===== src/rtl/button_debouncer.sv =====
// button_debouncer: per-channel push-button debouncer with press/release strobes.
// Each channel runs a 4-state FSM with a saturating stability counter; a level
// change is accepted only after BOUNCE_TICKS consecutive identical samples.
// Optional macro BUTTON_DEBOUNCER_SYNC_EN inserts a 2-flop synchronizer per
// channel ahead of the FSM (adds 2 edges of latency, FSM rules unchanged).
// All outputs except any_pressed are registered; any_pressed is an OR of
// registered levels only, so there is no combinational path from raw.

module button_debouncer #(
  parameter int N            = 2,
  parameter int BOUNCE_TICKS = 50
) (
  input  logic         clk,
  input  logic         rst,
  input  logic [N-1:0] raw,
  output logic [N-1:0] debounced,
  output logic [N-1:0] pressed,
  output logic [N-1:0] released,
  output logic         any_pressed
);

  // Counter only ever holds 0..BOUNCE_TICKS-1; the +1 keeps BOUNCE_TICKS = 2^k
  // representable without special-casing the width.
  localparam int            CW   = $clog2(BOUNCE_TICKS + 1);
  localparam logic [CW-1:0] LAST = CW'(BOUNCE_TICKS - 1);
  localparam logic [CW-1:0] ONE  = CW'(1);

  typedef enum logic [1:0] {
    S_LOW        = 2'd0,
    S_MAYBE_HIGH = 2'd1,
    S_HIGH       = 2'd2,
    S_MAYBE_LOW  = 2'd3
  } state_t;

  // Reject configurations where the counter or the FSM rules stop making sense.
  if (BOUNCE_TICKS < 2 || BOUNCE_TICKS > 65536) begin : g_bad_bounce_ticks
    $error("button_debouncer: BOUNCE_TICKS must be in 2..65536");
  end
  if (N < 1) begin : g_bad_n
    $error("button_debouncer: N must be at least 1");
  end

  // Per-channel sample feeding the FSMs.
  logic [N-1:0] sample;

`ifdef BUTTON_DEBOUNCER_SYNC_EN
  logic [N-1:0] sync_meta;
  logic [N-1:0] sync_q;

  // Two-flop synchronizer; both stages clear on reset so a held button still
  // goes through the full debounce after reset release.
  always_ff @(posedge clk or posedge rst) begin
    if (rst) begin
      sync_meta <= '0;
      sync_q    <= '0;
    end else begin
      sync_meta <= raw;
      sync_q    <= sync_meta;
    end
  end

  assign sample = sync_q;
`else
  // Input is assumed already synchronous to clk.
  assign sample = raw;
`endif

  for (genvar i = 0; i < N; i++) begin : g_ch
    state_t        state;
    logic [CW-1:0] count;
    logic          level_q;
    logic          press_q;
    logic          release_q;

    // Debounce FSM: strobes default low each cycle so they last exactly one
    // cycle; the level output is updated only on entry to a stable state.
    always_ff @(posedge clk or posedge rst) begin
      if (rst) begin
        state     <= S_LOW;
        count     <= '0;
        level_q   <= 1'b0;
        press_q   <= 1'b0;
        release_q <= 1'b0;
      end else begin
        press_q   <= 1'b0;
        release_q <= 1'b0;
        case (state)
          S_LOW: begin
            if (sample[i]) begin
              state <= S_MAYBE_HIGH;
              count <= ONE;
            end else begin
              count <= '0;
            end
          end
          S_MAYBE_HIGH: begin
            if (!sample[i]) begin
              // Bounce: fall back and restart the count from zero.
              state <= S_LOW;
              count <= '0;
            end else if (count == LAST) begin
              state   <= S_HIGH;
              count   <= '0;
              level_q <= 1'b1;
              press_q <= 1'b1;
            end else begin
              count <= count + ONE;
            end
          end
          S_HIGH: begin
            if (!sample[i]) begin
              state <= S_MAYBE_LOW;
              count <= ONE;
            end else begin
              count <= '0;
            end
          end
          S_MAYBE_LOW: begin
            if (sample[i]) begin
              state <= S_HIGH;
              count <= '0;
            end else if (count == LAST) begin
              state     <= S_LOW;
              count     <= '0;
              level_q   <= 1'b0;
              release_q <= 1'b1;
            end else begin
              count <= count + ONE;
            end
          end
          default: begin
            state   <= S_LOW;
            count   <= '0;
            level_q <= 1'b0;
          end
        endcase
      end
    end

    assign debounced[i] = level_q;
    assign pressed[i]   = press_q;
    assign released[i]  = release_q;

`ifndef SYNTHESIS
    // Counter saturates below BOUNCE_TICKS and the level tracks the FSM decode.
    a_count_bound: assert property (@(posedge clk) disable iff (rst)
      count <= LAST);
    a_level_decode: assert property (@(posedge clk) disable iff (rst)
      level_q == (state == S_HIGH || state == S_MAYBE_LOW));
`endif
  end

  assign any_pressed = |debounced;

`ifndef SYNTHESIS
  // A channel can never accept a press and a release in the same cycle.
  a_strobe_exclusive: assert property (@(posedge clk) disable iff (rst)
    (pressed & released) == '0);
`endif

endmodule

===== config.mk =====
export PLATFORM = sky130hd
export DESIGN_NAME = button_debouncer
export DESIGN_NICKNAME = d
export VERILOG_FILES = /design/src/rtl/button_debouncer.sv
export SDC_FILE = /design/constraint.sdc
export NUM_CORES = 1
export LEC_CHECK = 0
export ABC_AREA = 1
export CORE_MARGIN = 2
export CORE_UTILIZATION = 27
export CTS_CLUSTER_SIZE = 14
export DETAILED_ROUTE_END_ITERATION = 10
export PLACE_DENSITY = 0.47
export SYNTH_ARGS = -nofsm -noshare
export SYNTH_HDL_FRONTEND = slang
export SYNTH_SLANG_ARGS = --single-unit

===== constraint.sdc =====
create_clock -name clk -period 2.8 [get_ports clk]
set_input_delay 0.56 -clock clk [delete_from_list [all_inputs] [get_ports clk]]
set_output_delay 0.56 -clock clk [all_outputs]
set_load 0.1 [all_outputs]

# [After elaboration in Yosys (flattened, before gate mapping)]
# Index checks and enable logic that the tools add are counted.
[totals] elab_cells=91 input_bits=4 ff_bits=22
[op_classes] n_mux=46 n_addsub=2 n_eq_ne=24 n_reduce_logical=9
[ops] cell="case mux 6 bit (4 select lines)" count=2
[ops] cell="2-to-1 mux 6 bit" count=6
[ops] cell="2-to-1 mux 2 bit" count=12
[ops] cell="!= test 2 bit (second input constant)" count=12
[ops] cell="2-to-1 mux 1 bit" count=22
[ops] cell="case mux 2 bit (4 select lines)" count=2
[ops] cell="adder 6 x 1 -> 6 bit (second input constant)" count=2
[ops] cell="== test 6 bit (second input constant)" count=2
[ops] cell="!= test 3 bit (second input constant)" count=4
[ops] cell="AND reduction 5 bit" count=2
[ops] cell="== test 2 bit (second input constant)" count=4
[ops] cell="AND reduction 4 bit" count=2
[ops] cell="== test 2 x 1 -> 1 bit (second input constant)" count=2
[ops] cell="zero test 2 bit" count=2
[ops] cell="case mux 1 bit (2 select lines)" count=2
[ops] cell="nonzero test 2 bit" count=2
[ops] cell="OR reduction 2 bit" count=1

# [Logic depth before layout (Yosys ltp)]
[depth] word_depth=4 depth_mapped=9 ltp_nobuf=9

# [Worst setup path before layout]
# No wires, ideal clock.
[synth_timing] kind="register to output" from="register g_ch[1].level_q" to="output any_pressed" path_stages_with_launch=2 path_slack_ns=1.363 t_arrival_ns=0.877 n_path_buf=0 cell_sequence="dfrtp_1 -> or2_2"
[synth_between] elab_chain_len=1
[synth_lines] item="start, declared" line="71" text="logic level_q;"
[synth_lines] item="start signal, assigned" line="81" text="level_q <= 1'b0;"
[synth_lines] item="start signal, assigned" line="104" text="level_q <= 1'b1;"
[synth_lines] item="start signal, assigned" line="125" text="level_q <= 1'b0;"
[synth_lines] item="OR reduction 2 bit" line="153" text="assign any_pressed = |debounced;"
[synth_lines] item="end, declared" line="19" text="output logic any_pressed"
# Every way passes these cells.

# [Worst setup path in the final report]
# Ends and elaborated chain as after synthesis.

==> results.tsv <==
stage	metric	value	unit
setup_path	Worst Reg-to-Reg Cells	9	
setup_path	worst-path maximum fanout	3	
clocking	TritonCTS clock tree	built	
floorplan	Placeable Area	3740	um2
floorplan	starting density of the core	28.9	%
layout	layout cell share with drive strength beyond 1	15.3	%
sta	Max Freq	0.569	GHz
synthesis	Synth Area in Adders	4.63	%
synthesis	Simple-Gate Fraction of Synth Area	26.6	%
setup_path	CP endpoint	any_pressed	
floorplan	die height	67.3	um
placed_design	routability congestion estimate	0.742	
setup_path	Setup crit start kind	flip-flop	
grt	vias in the first global route	763	
synthesis	Avg Inst Size Synth	8.79	um2
synthesis	dominant cell type by area after synthesis	dfrtp_1	
sta	measured slew at the worst slew-check pin	825	ps
flow_run	max_cap viols	0	
worst_hold_path	Hold Crit Class	reg2reg	
sta	endpoints failing setup	0	
synthesis	compound-cell area share of the yosys netlist	3.82	%
synthesis	post-synthesis mux area share	0	%
setup_path	flop2flop setup slack	1520	ps
synthesis	xor/xnor cell area share of the yosys netlist	3.24	%
sta	pins over their slew limit	0	
route	per-cell routed wire length	9.73	um
grt	initial antenna violation count	0	
setup_path	Setup CP Type	reg2out	
floorplan	FP Rows	22	
route	via count	746	
synthesis	synth warn	0	
grt	largest net degree at the start of global routing	23	
clocking	total CTS buffers	3	
setup_path	Worst EP arrival	1200	ps
route	routed wire length	1.74	mm
sta	clk_skew	3.73	ps
sta	Final min period	1760	ps
setup_path	reg2reg start	g_ch[1].count[1]	
synthesis	Mapped Cells	123	
sta	Period Utilization, post-route	62.8	%
sta	final hold violation count	0	
clocking	Clk Latency, worst-skew pair	260	ps
sta	Final Hold Slack	506	ps
grt	total track usage	9.60	%
placed_design	Port Buffers	10	
clocking	# Post-CTS Setup Buffers	0	
floorplan	full die area	4530	um2
setup_path	endpoint class of the critical path	output pin	
grt	total global routing overflow	0	
power	Pwr Density	596	nW/um2
synthesis	Syn Std Cell Area	1080	um2
clocking	Worst-path clk slew	80	ps
floorplan	Die W	67.3	um
clocking	# resized after CTS	0	
synthesis	main combinational cell family by area after synthesis	simple AND/OR/NAND/NOR gates	
synthesis	unique cell type count in the Yosys netlist	21	
layout	final net count	140	
setup_path	Critical Path RT	2240	ps
synthesis	sequential fraction of the synthesis area	50.9	%
route	DR vias/cell	4.17	
setup_path	CP Launch Point	g_ch[1].level_q	
route	detailed-router iteration count before antenna repair	4	
sta	RSZ-0062 raised after global routing	false	
route	drt drc	0	
clocking	Clock Path Buffers	2	
placed_design	dpl hpwl	1.34	mm
sta	Slew headroom	45.0	%
layout	fillers	405	
synthesis	Synth Register Bits	22	
synthesis	top cell type's share of synthesized area	50.9	%
sta	setup tns final	0	ps
clocking	Clock Root Buffer	clkbuf_8	
power	leakage power	0.000615	uW
synthesis	top cells by area, synth	dfrtp_1, nand2_1, nand3_1	
power	worst vdd ir	0.143	mV
route	Antenna Nets Post-Route	0	
clocking	cts hold-fix bufs	0	
clocking	htree depth	1	
clocking	Sinks on Clock Net	22	
layout	Layout area overhead	14.1	%
route	Iter 0 DRT Violations	43	
outcome	status	finished clean	
synthesis	Syn Nets	131	
floorplan	Top Ports	11	
layout	antenna cells	0	
grt	first-pass GRT wire length	3.21	mm
-- cells in the mapped netlist --
master and n:
dfrtp_1 22, nand2_1 19, inv_1 17, nor2_1 17, nand3_1 13, buf_4 6
o21ai_0 5, ha_1 4, a21oi_1 2, inv_2 2, nand2_4 2, nand4_1 2
nor3_1 2, xnor2_1 2, xor2_1 2, nand2_2 1, nor2_2 1, nor2_4 1
nor3b_2 1, o22ai_1 1, or2_2 1
-- kinds of logic (layout without fill, tap and decap cells) --
group	after synthesis	after routing
and+or+nand+nor	60	60
AOI/OAI and AO/OA	8	8
xor gates and xnor gates	4	4
adders and majority gates	4	4
buffers and inverters	25	33
DFF	22	22
-- layer usage --
layer | vias up | GRT usage [%] | part of all wire [%]
met5 | - | 0 | 0
li1 | 392 | - | -
met1 | 338 | 11.8 | 51
met3 | 4 | 2.50 | 3.9
met2 | 12 | 15.2 | 44
met4 | 0 | 5.36 | 1.7
-- cells in the final DEF (no fill, tap or decap), drive strengths merged --
master / instances
buf: 7
nor2: 19
nand4: 2
xor2: 2
a21oi: 2
dfrtp: 22
or2: 1
nand2: 22
ha: 4
clkbuf: 4
o22ai: 1
o21ai: 5
clkdlybuf4s50: 3
xnor2: 2
inv: 19
nor3: 2
nand3: 13
nor3b: 1
-- per-stage QoR --
stage,util [%],setup slack (ps),std cells,area (um2),power (uW)
after CTS,33.0,1020,179,1230,746
after global placement,31.5,1040,175,1180,512
after floorplan,-,1360,123,1080,481
final,33.0,1040,179,1230,735
after detailed placement,31.5,961,175,1180,517
after global routing,33.0,989,179,1230,796
-- power by group --
group | internal (uW) | total (uW) | switching [uW]
Combinational | 48.9 | 129 | 80.5
Clock | 125 | 223 | 97.7
Sequential | 347 | 383 | 36.1
-- flip-flops by register name, indices dropped and copies added, names as in the netlist, named ones only --
register,count
g_ch.state,2
g_ch.press_q,2
g_ch.count,12
g_ch.release_q,2
g_ch.level_q,2
-- worst max-delay path: stages, from the launching register on --
cell and delay [ps]:
dfrtp_1 410, or2_2 300, buf_4 230
-- worst min-delay path by stage --
| stage | start | end | slack [ps] | depth (start not counted) |
|---|---|---|---|---|
| finish | g_ch[0].state[0] | g_ch[0].count[0] | 510 | 1 |
| global route | g_ch[0].state[0] | g_ch[0].count[0] | 530 | 1 |
| CTS | g_ch[0].state[0] | g_ch[0].count[0] | 510 | 1 |
| detailed placement | g_ch[0].state[0] | g_ch[0].count[0] | 500 | 1 |
| global placement | g_ch[0].state[0] | g_ch[0].count[0] | 500 | 1 |
| floorplan | g_ch[0].state[0] | g_ch[0].count[0] | 460 | 1 |
-- layout make-up --
| cell class | instances | area [um2] | area share [%] |
|---|---|---|---|
| flip-flops and latches | 22 | 551 | 44.6 |
| multi-input cells | 76 | 414 | 33.6 |
| repair buffers | 10 | 82.6 | 6.69 |
| inverters | 19 | 71.3 | 5.78 |
| well taps | 48 | 60.1 | 4.87 |
| clock buffers | 4 | 55.1 | 4.46 |
No activity file was read; power rests on OpenSTA's default activity.
